$ cat src/rtl/hazard_forward_unit.sv
// Operand forwarding select and load-use stall generation for the EX stage,
// with saturating hazard statistics.
module hazard_forward_unit #(
    parameter int unsigned ADDR_W   = 5,
    parameter int unsigned NUM_SRC  = 2,
    parameter int unsigned NUM_STG  = 2,
    parameter int unsigned LOAD_LAT = 1,
    parameter int unsigned SEL_W    = $clog2(NUM_STG + 1),
    parameter int unsigned CNT_W    = 16
) (
    input  logic                       clk,
    input  logic                       rst_n,
    input  logic [NUM_SRC*ADDR_W-1:0]  ex_rs,
    input  logic [NUM_STG*ADDR_W-1:0]  stg_rd,
    input  logic [NUM_STG-1:0]         stg_we,
    input  logic [NUM_STG-1:0]         stg_rdy,
    input  logic                       id_valid,
    input  logic [NUM_SRC*ADDR_W-1:0]  id_rs,
    input  logic [ADDR_W-1:0]          ex_rd,
    input  logic                       ex_we,
    input  logic                       ex_is_load,
    input  logic                       flush,
    input  logic                       clr_stats,
    output logic [NUM_SRC*SEL_W-1:0]   fwd_sel,
    output logic                       stall,
    output logic                       bubble,
    output logic                       fwd_err,
    output logic [CNT_W-1:0]           stall_cnt,
    output logic [CNT_W-1:0]           fwd_cnt
);

    localparam int unsigned LAT_W_RAW = $clog2(LOAD_LAT + 1);
    localparam int unsigned LAT_W     = (LAT_W_RAW > 2) ? LAT_W_RAW : 2;

    typedef enum logic {
        IDLE = 1'b0,
        HOLD = 1'b1
    } state_t;

    state_t             state_q, state_d;
    logic [LAT_W-1:0]   cnt_q, cnt_d;
    logic [NUM_SRC-1:0] pend;
    logic               rs_match;
    logic               hit;

    // Forward select: scan oldest to youngest so the youngest match overrides.
    always_comb begin
        fwd_sel = '0;
        pend    = '0;
        for (int i = 0; i < NUM_SRC; i++) begin
            for (int k = NUM_STG - 1; k >= 0; k--) begin
                if (stg_we[k] && (stg_rd[k*ADDR_W +: ADDR_W] != '0) &&
                    (stg_rd[k*ADDR_W +: ADDR_W] == ex_rs[i*ADDR_W +: ADDR_W])) begin
                    fwd_sel[i*SEL_W +: SEL_W] = stg_rdy[k] ? SEL_W'(k + 1) : '0;
                    pend[i]                   = ~stg_rdy[k];
                end
            end
        end
    end

    // Load-use detection against the instruction in ID.
    always_comb begin
        rs_match = 1'b0;
        for (int i = 0; i < NUM_SRC; i++) begin
            if (id_rs[i*ADDR_W +: ADDR_W] == ex_rd) begin
                rs_match = 1'b1;
            end
        end
    end

    assign hit = id_valid & ex_is_load & ex_we & (ex_rd != '0) & rs_match;

    always_ff @(posedge clk or negedge rst_n) begin
        if (!rst_n) begin
            state_q <= IDLE;
            cnt_q   <= '0;
        end else begin
            state_q <= state_d;
            cnt_q   <= cnt_d;
        end
    end

    // Stall FSM: first stall cycle is in IDLE, the remaining LOAD_LAT-1 in HOLD.
    always_comb begin
        state_d = state_q;
        cnt_d   = cnt_q;
        stall   = 1'b0;
        case (state_q)
            IDLE: begin
                if (hit && !flush) begin
                    stall = 1'b1;
                    if (LOAD_LAT > 1) begin
                        state_d = HOLD;
                        cnt_d   = LAT_W'(LOAD_LAT - 1);
                    end
                end
            end
            HOLD: begin
                if (flush) begin
                    state_d = IDLE;
                    cnt_d   = '0;
                end else begin
                    stall = 1'b1;
                    cnt_d = cnt_q - LAT_W'(1);
                    if (cnt_q == LAT_W'(1)) begin
                        state_d = IDLE;
                    end
                end
            end
            default: begin
                state_d = IDLE;
                cnt_d   = '0;
            end
        endcase
    end

    assign bubble = stall;

    // Sticky error and saturating statistics.
    always_ff @(posedge clk or negedge rst_n) begin
        if (!rst_n) begin
            fwd_err   <= 1'b0;
            stall_cnt <= '0;
            fwd_cnt   <= '0;
        end else begin
            if ((|pend) && !stall) begin
                fwd_err <= 1'b1;
            end
            if (clr_stats) begin
                stall_cnt <= '0;
                fwd_cnt   <= '0;
            end else begin
                if (stall && (stall_cnt != '1)) begin
                    stall_cnt <= stall_cnt + CNT_W'(1);
                end
                if ((|fwd_sel) && (fwd_cnt != '1)) begin
                    fwd_cnt <= fwd_cnt + CNT_W'(1);
                end
            end
        end
    end

endmodule
$ cat config.mk
export PLATFORM = sky130hd
export DESIGN_NAME = hazard_forward_unit
export DESIGN_NICKNAME = d
export VERILOG_FILES = /design/src/rtl/hazard_forward_unit.sv
export SDC_FILE = /design/constraint.sdc
export NUM_CORES = 1
export LEC_CHECK = 0
export ABC_AREA = 1
export CORE_MARGIN = 3
export CORE_UTILIZATION = 52
export CTS_BUF_LIST = sky130_fd_sc_hd__clkbuf_4 sky130_fd_sc_hd__clkbuf_8 sky130_fd_sc_hd__clkbuf_16
export DETAILED_ROUTE_END_ITERATION = 7
export HOLD_SLACK_MARGIN = 0.08
export PLACE_DENSITY = 0.95
export SETUP_SLACK_MARGIN = 0.3
export SLEW_MARGIN = 20
export SYNTH_ARGS = -nofsm -noshare
export SYNTH_HDL_FRONTEND = slang
export SYNTH_SLANG_ARGS = --single-unit
$ cat constraint.sdc
create_clock -name clk -period 2.4 [get_ports clk]
set_input_delay 0.48 -clock clk [delete_from_list [all_inputs] [get_ports clk]]
set_output_delay 0.48 -clock clk [all_outputs]
set_load 0.03 [all_outputs]
# Word level (Yosys, flattened, before mapping)
# Index checks and enable logic that the tools add are counted.
# word_totals
n_memories	0
ram_bits	0
elab_cells	66
out_inout_bits	39
inputBits	46
latch_bits	0
regBits	36
romBits	0
# classes
magnitude_cmp	0
n_bitwise	7
muxes	23
eq_ne	9
n_mul	0
n_addsub	3
shift	0
div_mod_pow	0
n_reduce_logical	19
# op_table
cell	n
two-way mux 16 bit	4
adder 16 x 1 -> 16 bit (second input constant)	2
inequality test 16 bit (second input constant)	2
== test 5 bit	6
nonzero test 5 bit	3
two-way mux 1 bit	12
two-way mux 2 bit	6
logical AND 1 bit	10
AND 1 bit	4
nonzero test 2 bit	2
OR reduction 4 bit	1
inverter 1 bit	3
== test 2 x 1 -> 1 bit (second input constant)	1
zero test 1 bit	2
case mux 1 bit (2 select lines)	1
OR reduction 2 bit	1
subtractor 2 x 1 -> 2 bit (second input constant)	1

# Depth between registers and ports, before layout
# Gate-level depths: netlist of the first run.
# logic_depth
depth_word	10
depth_mapped	13

# Worst setup path before layout of the first run
# OpenSTA, ideal clock, no wires.
# synth_path
path_type	input -> register
start	input port stg_rd[4]
end	register fwd_cnt[7]
t_arrival_ns	1.937
cell_stages	10
slack_ns	0.345
n_path_buf	1
cell_sequence	xnor2_1 -> nor2b_1 -> nand3_2 -> nor2_1 -> nor2_2 -> nand2_4 -> nand2_4 -> buf_12 -> nand3_2 -> nand2_1
# synth_via
elab_chain_cells	7
elab_cells_between_ends	11
classes_between	2 x eq/ne; 2 x mux; 7 x reduce/logical
# synth_lines
item	line_no	text
from (decl)	14	input logic [NUM_STG*ADDR_W-1:0] stg_rd,
nonzero test 5 bit	52	if (stg_we[k] && (stg_rd[k*ADDR_W +: ADDR_W] != '0) &&
logical AND 1 bit	52	
logical AND 1 bit (*)	52	
two-way mux 2 bit (*)	52	
named net fwd_sel[0]	24	output logic [NUM_SRC*SEL_W-1:0] fwd_sel,
OR reduction 4 bit (*)	136	if ((|fwd_sel) && (fwd_cnt != '1)) begin
logical AND 1 bit (*)	136	
nonzero test 2 bit (no line) (*)	--	
to (signal assigned)	137	fwd_cnt <= fwd_cnt + CNT_W'(1);
to (decl)	29	output logic [CNT_W-1:0] fwd_cnt
# Mark *: on every way through the listed nets, which the timed path passes. The rest lies on a longest branch.
# A chain may end at the register's enable or synchronous reset.

# Worst setup path after layout of the first run
# layout_path
start	input port stg_rd[6]
end	output port fwd_sel[3]
# layout_via
elab_chain_cells	5
elab_cells_between_ends	6
classes_between	1 x eq/ne; 2 x mux; 3 x reduce/logical
# layout_lines
item	line_no
nonzero test 5 bit	52
logical AND 1 bit	52
logical AND 1 bit (*)	52
two-way mux 2 bit (*) (2 in a row)	52
to (decl)	24
# Mark *: on every way between the ends. The rest lies on a longest branch, timed or not.

==> results of run 1 <==
## cell type report
cell class                 instances  area share, %
timing repair buffer             108          24.33
tap                               70          2.129
clock buffer                       7          2.190
multi-input combinational        317          44.62
sequential                        36          21.90
inverter                          51          4.653
clock inverter                     1         0.1825
## metrics by stage
stage	total power [mW]	area, sq um	hold slack [ps]	instances	setup slack, ps
2_1_floorplan	0.7404	2970	184.4	416	344.9
3_3_place_gp	0.8631	3860	436.5	566	51.89
3_5_place_dp	0.8673	3860	449.9	566	-13.80
4_1_cts	1.325	4068	453.5	586	325.8
5_1_grt	1.376	4114	499.7	590	189.9
6_report	1.324	4114	448.1	590	328.6
## report_power, final
part | total, mW | internal [mW] | leakage, nW | switching (mW)
Combinational | 0.251 | 0.110 | 1.57 | 0.140
Clock | 0.459 | 0.244 | 0.0479 | 0.215
Sequential | 0.615 | 0.611 | 0.494 | 0.00331
## worst register-to-register path, stage by stage (launching register included)
cell	delay (ps)
dfrtp_1	450
ha_1	220
nand3_1	160
inv_2	90
nand3_2	90
nor2b_2	200
nand4_2	130
a21boi_4	180
buf_12	150
nand3b_1	90
nand2_1	60
## cell families after synthesis
group | Yosys count | synth area share, %
compound gates | 16 | 3.243
xor+xnor | 38 | 11.20
fa+ha+maj | 3 | 1.264
buf+inv | 63 | 10.11
flops | 36 | 30.33
simple gates | 260 | 43.85
## routing by layer
metal	global-route usage [%]	vias up
li1	-	1545
met1	28.47	1440
met2	44.87	121
met3	5.373	18
met4	7.309	0
met5	0	-
## cells in the mapped netlist (4+ instances only)
cell type | count | share of area (%)
xnor2_1 | 10 | 2.9
nand3_1 | 49 | 8.3
o21ai_0 | 10 | 1.7
inv_1 | 42 | 5.3
dfrtp_1 | 36 | 30
nand4_1 | 19 | 4.0
nor3_1 | 4 | 0.67
nor2_1 | 38 | 4.8
nand2_2 | 5 | 1.1
nand3b_1 | 11 | 2.8
nand3_2 | 13 | 4.4
nor3_2 | 4 | 1.3
xor2_1 | 28 | 8.3
inv_2 | 9 | 1.1
nand2_1 | 108 | 14
## layout by cell type, fill, tap and decap left out, types with 5 or more instances in the layout
master,n
nand3_1,48
inv_1,41
o21ai_0,8
dlygate4sd2_1,24
nand4_1,19
clkbuf_8,6
nand2_2,8
xor2_1,28
xnor2_1,9
clkdlybuf4s15_1,5
inv_2,10
nor2_2,7
buf_4,22
nand3_2,14
clkbuf_2,5
nor2_1,31
dfrtp_1,36
buf_6,6
clkdlybuf4s50_1,43
nand2_1,105
nand3b_1,11
## flip-flops by register name, summed over array words and instances, names as in the netlist
name and cells:
fwd_cnt 16, stall_cnt 16, cnt_q 2, fwd_err 1, state_q 1
## repair_timing
item / 4_1_cts / 5_1_grt
setup endpoints to repair: 6 / 16
gates resized for setup: 51 / 26
buffers inserted: 12 / 4
pin swaps: 16 / 12
gates cloned: 0 / 0
## final timing paths
kind                              start            end  slack (ps)  cells past startpoint
max                           stg_rd[6]     fwd_sel[3]         330                      9
min reg2reg                     state_q       cnt_q[1]         450                      1
max reg2reg                stall_cnt[0]  stall_cnt[12]         470                     10
min                             state_q       cnt_q[1]         450                      1
max in group asynchronous         rst_n  stall_cnt[13]        1490                      2
min in group asynchronous         rst_n     fwd_cnt[6]         590                      2
==> results summary, run 1 <==
The run finished with clean final reports. The number of library cell types mapped by synthesis is 33. The critical-path cell with the highest stage delay is dlygate4sd2_1. The cell family with the largest share of critical-path delay is simple AND/OR/NAND/NOR gates. The clock transition time at the flip-flop clock pins of the worst setup and hold paths came out at ~80 ps.

The stage delay of the slowest cell on the critical path came out at 270 ps. Using the TritonRoute via totals, the vias-per-cell ratio works out to between 5 and 6. The power density relative to cell area is 321.9 mW/mm^2.

The number of detailed-route iterations in the first pass is 4. The critical path buffer and inverter count is 3. TritonCTS built the clock tree.

The layout cell share with drive strength beyond 1 is between 10% and 20%. The static power due to leakage is 2.111 nW. The die extent in y is between 80 and 90 microns.

Hold repair after CTS inserted 0 buffers. In the final design database the tool counted between 500 and 600 nets. The initial utilization of the core area, before any placement, comes to a little under three fifths. The core region is 0.005303 sq mm. The critical path is of the in2out type. The count of flip-flops with a built-in enable after synthesis is 0. The average instance in the mapped netlist occupies ~7.1 sq um. The net count of the mapped netlist is between 400 and 500. The classification of the worst-slack hold path is reg2reg. The data required time at the worst endpoint is ~1900 ps. Across every metal layer, demand over resource in global routing totals between 20% and 30%. Once detail routing completed, the nets flagged for antenna violations numbered 0. After detailed routing, no signal wire sits above met4. The tool flagged a number of max-cap violations equal to 0. The setup skew after layout came out at ~9 ps.

The DRC violation count after routing is 0. After detailed routing, the met2 layer carries between 4000 and 5000 microns of wire. The wire length of the first global-routing pass is 12810 microns. The number of pins with negative max-slew slack in the final report is 0. In the final layout, the multi-input gates occupy 0.001836 sq mm. Across the VDD grid, the largest voltage drop is roughly 0.32 mV. The number of hold violations in the final report is 0. The deepest clock path buffer count is 2. The most used flip-flop cell after synthesis is dfrtp_1. The cell at the root of the clock tree is clkbuf_8. The detailed router's first-iteration violation count is between 150 and 200. The diode insertion count for antenna repair came out at 0. The area of the mapped netlist came out at roughly 0.003 sq mm. For this block, the routed nets add up to just over 8000 microns of wire. The peak fanout along the critical path came out at 4. The total half-perimeter wirelength after legalization and detailed placement is 5784 microns. The slew at the pin closest to its max-slew limit came out at 441.5 ps.

Setup violations remaining at the end of the flow were counted as 0. After filler insertion, the fill cell instance count of the layout stands at roughly 370. Static timing analysis puts the maximum clock frequency at about 0.48 GHz.

After synthesis, flip-flops and latches occupy 30.33% of the total area. The final weighted congestion in routability-driven placement came out at ~0.95. After detailed routing, the wire length on met1 is approximately 3300 microns.

For this run, the number of Yosys warnings is 0. The count of vias placed by the detailed router is 3124. The die extent in x is about 82 microns. The time the final worst path needs with I/O delays and setup is 2071 ps.

In the synthesized netlist the async set-or-reset flop fraction comes to 100.0%. After layout, the worst path uses a little under nine tenths of the clock period. The length of routed met3 wiring came out at just under 600 microns. The maximum number of pins on one net before global-route repair came out at 37. Row generation in the floorplan step produced 26 rows. The kind of end point of the critical path is an output port. The kind of start point of the critical path is a primary input.

The top-level I/O count is 85. The number of buffers inserted by port buffering is 84. The critical path goes through dlygate4sd2_1 -> inv_1 -> nand2_1 -> nand2_1 -> nand3_1 -> nor2_2 -> nand3_1 -> nor2_2 -> buf_6.

The synthesis-to-layout area growth came out at 38.50%. Registers take around 900 sq um. The total grt overflow came out at 0. The average wire per standard cell is between 10 and 15 microns. Cells fill slightly below 80% of the core in the end. The via count of the first global-routing pass came to about 3000. The cell count after synthesis is between 400 and 500. The relative slew slack came out at between 70% and 80%. The number of antenna violations at the first check in global routing was 0. The clock buffer count from CTS is 5.

Setup repair after global routing could not meet its margin everywhere. Setup total negative slack on the finished layout was measured at 0 ps. The floorplan step defined a die boundary enclosing 0.006655 sq mm.

The total of flip-flops plus latches after synthesis came out at 36. The sink count of the clock tree came out at 36. The CTS H-tree depth is 2. Clock latency on the worst-skew pair, taken at its later pin, is between 200 and 300 ps. STA puts the critical path data arrival time at ~1600 ps.
Note: power is estimated with default switching activity, not from simulation.
==> run 2, diff against run 1 <==
--- a/config.mk
+++ b/config.mk
@@ -7,11 +7,10 @@
 export LEC_CHECK = 0
 export ABC_AREA = 1
 export CORE_MARGIN = 3
-export CORE_UTILIZATION = 52
+export CORE_UTILIZATION = 49
 export CTS_BUF_LIST = sky130_fd_sc_hd__clkbuf_4 sky130_fd_sc_hd__clkbuf_8 sky130_fd_sc_hd__clkbuf_16
 export DETAILED_ROUTE_END_ITERATION = 7
-export HOLD_SLACK_MARGIN = 0.08
-export PLACE_DENSITY = 0.95
+export PLACE_DENSITY = 0.91
 export SETUP_SLACK_MARGIN = 0.3
 export SLEW_MARGIN = 20
 export SYNTH_ARGS = -nofsm -noshare
==> constraint.sdc (replaced) <==
create_clock -name clk -period 2 [get_ports clk]
set_input_delay 0.4 -clock clk [delete_from_list [all_inputs] [get_ports clk]]
set_output_delay 0.4 -clock clk [all_outputs]
set_load 0.03 [all_outputs]
==> run 2 against run 1 <==
Against the previous run:
- count of clock-buffer cells in the layout up 1
- total power is 32% higher
- highest routed layer is now met5
- flip-flop and latch count is the same
- clock skew shrank 3.7 ps
- sequential power increased by 20%
- critical path type is now reg2reg
- final cell count rose by 5.4%
- combinational power up 77%
- utilization grew 7.8 points
- non-clock buffer count grew 28
- die area rose by 5.7%
- hold slack gained 29 ps
==> results summary, run 2 (synthesis results as in run 1) <==
Setup repair after global routing could not meet its margin everywhere. The core outline area is about 0.0057 sq mm. The switching power of the nets came out at between 0.5 and 0.6 mW. For this design, the slowest cell found on the critical path is dfrtp_2. The clock transition time at the flip-flop clock pins of the worst setup and hold paths came out at 70 ps.

The count of vias placed by the detailed router is about 3900. The H-tree was split into 2 levels. The number of buffers inserted by port buffering is 84.

The average wire per standard cell came out at roughly 21 microns. The sequential cell area is approximately 910 sq um. The top cell types in the final layout, fill and taps aside, are nand2_1 (84), buf_4 (41), dlygate4sd2_1 (39), nand3_1 (38), inv_1 (29). The most numerous cell type found on the critical path is nand2_1. The detailed router's first-iteration violation count came out at roughly 570. The path class of the tightest hold or removal check is reg2reg.

The initial standard-cell utilization of the core came out at 52.34%. The ratio of routed vias to standard cells came out at around 6.3. The number of detailed-route iterations in the first pass is 6. The data required time at the worst endpoint came out at around 2200 ps. The total area of multi-input combinational cells came out at ~0.0023 sq mm. With fillers left out, the area of the finished cells amounts to 0.004847 sq mm. The diode insertion count for antenna repair came out at 0. In the final layout, the registers with the most flip-flops are fwd_cnt: 16 flops, stall_cnt: 16 flops, cnt_q: 2 flops. The final standard cell utilization of the core is a little under nine tenths.

The total setup violations reported at the end of the flow came out at 0. The die extent in y is approximately 84 microns. The number of pins with negative max-slew slack in the final report came to 0. The number of antenna violations at the first check in global routing came out at 1. The proportion of total power due to net switching came out at between 30% and 40%. After filler insertion, the fill cell instance count of the layout stands at around 290. The overall global routing resource usage came out at between 20% and 30%. After detailed routing, the total wire length is between 10000 and 15000 microns. The share of the clock period used by the worst path is between 90% and 100%. STA classifies the critical path startpoint as a flip-flop.

The total grt overflow came out at 0. The slew at the pin closest to its max-slew limit is a little under 500 ps. The deepest clock path buffer count came out at 2. The static power due to leakage is approximately 2.6 nW. The top-level I/O count is 85. The number of hold buffers added after CTS was 0. The stage delay of the slowest cell on the critical path came out at 450 ps.

The signal on the critical path passes through ha_4 -> nand3_2 -> nor3_4 -> buf_6 -> nand2_1 -> o21ai_0 -> inv_1 -> nand4_1 -> nand2_1. The via count of the first global-routing pass is 3359. The cell at the root of the clock tree is clkbuf_8. The power density relative to cell area came out at ~360 mW/mm^2. The time the final worst path needs with I/O delays and setup came out at 1897 ps. The leading cell type in the layout, fill and taps excluded is nand2_1. The initialized floorplan defines 27 standard-cell rows. The worst pin sits at a relative slew slack of about two thirds.

The layout cell share with drive strength beyond 1 is ~41%. The critical path is of the reg2reg type. The least setup slack across all paths after layout came out at slightly above 100 ps. The remaining number of nets flagged by the antenna check after routing came out at 0. The maximum number of pins on one net before global-route repair is 65. TritonCTS built the clock tree. The total of max-cap violations is 0. The internal portion of total power came out at 1.214 mW. The peak supply drop is 0.2951 mV. The wire length of the first global-routing pass came out at 15860 microns. After the last flow step, the layout net total stands at around 600. The upper clock frequency limit came out at 0.5272 GHz. The flow ran to the end, and the final reports show no timing, DRC or antenna violations. The post-place instance area is around 0.004 sq mm.

The number of standard cells in the final layout excluding fillers is 622. Between clock sinks in the finished design, the worst skew comes to between 5 and 6 ps. The synthesis-to-layout area growth came out at 63.18%. The area of the die is between 0.007 and 0.008 sq mm. The total power draw came out at ~1.8 mW. The clock buffer count from CTS came out at 5. The post-route worst hold slack came out at 476.9 ps. The total half-perimeter wirelength after legalization and detailed placement came out at 6102 microns.

The cell count after placement is approximately 570. The fraction of power consumed by the clock network came out at between 30 and 40%. The peak fanout along the critical path is 4. The total negative slack is 0 ps. The clock insertion delay at the later pin of the skew report came out at around 300 ps. The final weighted congestion in routability-driven placement came out at between 0.9 and 1. The post-placement setup slack came out at -313.4 ps. CTS saw 36 sinks. The proportion of power drawn by flip-flops and latches is 42.2%.

The DRC violation count after routing came out at 0. The kind of end point of the critical path is a flip-flop. The number of hold violations in the final report came out at 0. The die is between 80 and 90 microns wide. The share of total power in combinational logic came out at about 25%. The signal arrival time at the worst endpoint came out at around 2100 ps.
==> run 2: what timing repair did <==
action | CTS | global route
setup endpoints to repair | 72 | 40
setup buffers | 24 | 14
gates resized for setup | 212 | 142
pin swaps | 50 | 65
cloned | 0 | 4
==> run 2: power groups by stage <==
stage	registers [mW]	clock network (mW)	logic [mW]
after floorplan	0.753	0	0.138
after global placement	0.751	0	0.289
after detailed placement	0.752	0	0.297
after CTS	0.738	0.550	0.299
after global routing	0.738	0.605	0.469
final	0.738	0.568	0.445
==> run 2: final timing paths <==
check	endpoint	cells after the start	startpoint	slack, ps
setup / recovery	fwd_cnt[12]	9	fwd_cnt[0]	100
hold / removal	cnt_q[1]	1	state_q	480
setup reg to reg	fwd_cnt[12]	9	fwd_cnt[0]	100
hold reg to reg	cnt_q[1]	1	state_q	480
max in group asynchronous	stall_cnt[1]	2	rst_n	1100
min in group asynchronous	fwd_cnt[6]	2	rst_n	530
==> run 2: layout make-up <==
cell class	instances	share of cell area (%)
timing repair buffer	136	26.33
sequential	36	18.82
clock buffer	8	1.884
inverter	51	4.517
tap	72	1.859
multi-input combinational	319	46.59
==> run 2: routing by layer <==
| layer | vias up | share of wire (%) | GRT usage [%] |
|---|---|---|---|
| met3 | 132 | 11 | 6.910 |
| met1 | 1796 | 36 | 31.34 |
| met5 | - | 0.092 | 0 |
| met4 | 2 | 7.6 | 14.91 |
| li1 | 1614 | - | - |
| met2 | 371 | 46 | 46.64 |
==> run 2: critical path: cells and delay by family, from the launching register on <==
| family | cells | cell delay, ps |
|---|---|---|
| AND/OR/NAND/NOR | 5 | 630 |
| adder cells (fa/ha/maj) | 1 | 170 |
| flip-flops | 1 | 450 |
| buffers and inverters | 2 | 240 |
| AO/OA/AOI/OAI | 1 | 270 |
==> run 3, diff against run 2 <==
--- a/config.mk
+++ b/config.mk
@@ -7,10 +7,10 @@
 export LEC_CHECK = 0
 export ABC_AREA = 1
 export CORE_MARGIN = 3
-export CORE_UTILIZATION = 49
+export CORE_UTILIZATION = 44
 export CTS_BUF_LIST = sky130_fd_sc_hd__clkbuf_4 sky130_fd_sc_hd__clkbuf_8 sky130_fd_sc_hd__clkbuf_16
 export DETAILED_ROUTE_END_ITERATION = 7
-export PLACE_DENSITY = 0.91
+export PLACE_DENSITY = 0.87
 export SETUP_SLACK_MARGIN = 0.3
 export SLEW_MARGIN = 20
 export SYNTH_ARGS = -nofsm -noshare
==> constraint.sdc (replaced) <==
create_clock -name clk -period 1.7 [get_ports clk]
set_input_delay 0.34 -clock clk [delete_from_list [all_inputs] [get_ports clk]]
set_output_delay 0.34 -clock clk [all_outputs]
set_load 0.03 [all_outputs]
==> run 3 against run 2 <==
Against the previous run:
- the flow now finishes with violations (negative setup slack)
- total power grew 20%
- design area grew 6.3%
- wire length increased by 1.4%
- setup slack got worse by 220 ps
- die area is 11% higher
- global-route usage grew 1.3 points
- utilization fell by 5.6 points
- clock power grew 17%
- via count is 0.69% lower
- register-to-register slack got worse by 200 ps
- sequential share of layout area down 0.77 points
- critical endpoint is now fwd_err
- largest cell class unchanged
- largest power group unchanged
==> results summary, run 3 (synthesis results as in run 1) <==
The power density relative to cell area is ~410 mW/mm^2. The peak fanout along the critical path is 4. The remaining number of nets flagged by the antenna check after routing is 0. STA classifies the critical path startpoint as a primary input. TritonCTS built the clock tree.

Setup violations remaining at the end of the flow were counted as 19. The deepest clock path buffer count is 2. At the end of the flow the core is filled with cells to 79.76%. The library cells used most frequently in the layout, excluding fill and tap cells, are nand2_1 (73), buf_4 (50), buf_6 (38). The count of buffers added on input and output ports is 84. The die covers 0.007773 sq mm. In the final layout, the registers with the most flip-flops are fwd_cnt: 16 flops, stall_cnt: 16 flops, cnt_q: 2 flops. The number of pins with negative max-slew slack in the final report came out at 0. The detailed router's first-iteration violation count came out at 380. The net count reported at finish came out at between 600 and 700.

The worst pin sits at a relative slew slack of around 75%. The share of the clock period used by the worst path came out at 107.2%. The synthesis-to-layout area growth is 73.42%.

Measured along the y axis, the die boundary spans 88.17 microns. Max-cap violations in this run came to 0. The congestion estimate from routability-driven global placement came to between 0.9 and 1. The first TritonRoute pass finished after 6 iterations. The top-level I/O count is 85. The maximum number of pins on one net before global-route repair is 65. The number of antenna violations at the first check in global routing came out at 0. The flow ran to the end, but the final reports show violations. The cell count after placement is 587.

The time the final worst path needs with I/O delays and setup came out at about 1800 ps. For the worst-skew pair, the clock arrives at the later sink with an insertion delay of ~300 ps. The sink count of the clock tree came out at 36. The final reports fail on negative setup slack. After floorplanning, the core was sized to cover 0.006459 sq mm. The upper clock frequency limit is roughly 0.55 GHz. The worst hold path belongs to the class in2async.

The category of the most critical setup path is in2reg. The least setup slack across all paths after layout came out at -121.6 ps. The slew at the pin closest to its max-slew limit is between 300 and 400 ps. The peak supply drop came out at about 0.43 mV.

The setup skew after layout came out at about 4.3 ps. The initial standard-cell utilization of the core came out at a little under half. The overall global routing resource usage is 28.71%.

The number of standard cells in the final layout excluding fillers came out at 644. Summing over every cut layer, the via total after detailed routing is 3888. Leaving out fill and tap cells, the most frequent cell in the layout is nand2_1. The clock buffer count from CTS is 5.

The total half-perimeter wirelength after legalization and detailed placement came out at around 6200 microns. The total power draw is approximately 2.1 mW. The ratio of routed vias to standard cells is 6.037. The total area of multi-input combinational cells came out at 0.002361 sq mm. The DRC violation count after routing came out at 0.

The clock transition time at the flip-flop clock pins of the worst setup and hold paths came out at about 80 ps. The number of hold violations in the final report came out at 0. The layout cell share with drive strength beyond 1 came out at 55.91%. The diode insertion count for antenna repair came out at 0. The kind of end point of the critical path is a flip-flop. The floorplan has 29 rows. In the final routed layout, each cell accounts on average for 20.51 microns. The signal arrival time at the worst endpoint is 2000 ps.

The root buffer cell chosen for the clock tree is clkbuf_8. The wire length of the first global-routing pass is 17320 microns. The via count of the first global-routing pass is roughly 3600. The total wirelength of the detailed-routed design came out at 13210 microns. The post-cts hold buffer count came out at 0. From left edge to right edge, the die measures a little under 90 microns. The sequential cell area is ~930 sq um.

For flop-to-flop paths, the worst setup slack is -100 ps. The CTS H-tree depth came out at 2. Setup repair after global routing could not meet its margin everywhere. The data required time at the worst endpoint is about 1900 ps. The total grt overflow came out at 0. Fill cells in the final layout number approximately 370. For this design the static power due to leakage is 2.570 nW.

The post-placement setup slack came out at -545.0 ps.
[run 3: final timing paths]
| path | from | end | depth (start not counted) |
|---|---|---|---|
| worst min register to register | fwd_err | fwd_err | 2 |
| worst max register to register | fwd_cnt[10] | fwd_cnt[5] | 7 |
| worst max-delay path | stg_rd[6] | fwd_err | 15 |
| min in group clk | fwd_err | fwd_err | 2 |
| max in group asynchronous | rst_n | stall_cnt[9] | 2 |
| worst min-delay path | rst_n | fwd_cnt[4] | 2 |
[run 3: layout make-up]
class | instances | area share (%)
Clock inverter | 1 | 0.09716
Sequential cell | 36 | 18.05
Inverter | 51 | 4.688
Timing Repair Buffer | 154 | 27.84
Tap cell | 77 | 1.870
Clock buffer | 7 | 1.627
Multi-Input combinational cell | 318 | 45.83
[run 3: through the flow]
stage / cell area [sq um] / setup TNS, ps / hold WS, ps
after CTS: 4792 / 0 / 427.7
after detailed placement: 4138 / -17380 / 481.8
after global placement: 4138 / -16340 / 442.2
after global routing: 5151 / -1723 / 420.4
final: 5151 / -742.7 / 423.3
after floorplan: 3126 / -28.94 / 44.41
[run 3: what timing repair did]
item	CTS	global route
pin swaps	64	54
setup endpoints to repair	72	60
setup buffers	33	12
cloned	4	0
resized for setup	376	143
[run 3: layer usage]
metal / routed length [microns] / track usage (%)
met4: 1025 / 13.05
met3: 1117 / 5.644
met1: 4523 / 32.12
met2: 6544 / 52.14
met5: 0 / 0
[run 3: worst max-delay path, cell delays in order]
cell,delay [ps]
buf_8,110
nor2_4,120
nand3_2,120
nand2_2,130
nor2_2,60
buf_4,130
buf_4,120
buf_4,120
buf_4,120
nand2_1,180
o21ai_2,100
o21ai_0,90
nand2_1,120
nand3_2,80
nand2_1,70
[run 3: where the power goes]
part / switching [mW] / total, mW / internal, mW
Sequential: 0.00650 / 0.869 / 0.862
Combinational: 0.317 / 0.573 / 0.256
Clock: 0.342 / 0.663 / 0.321
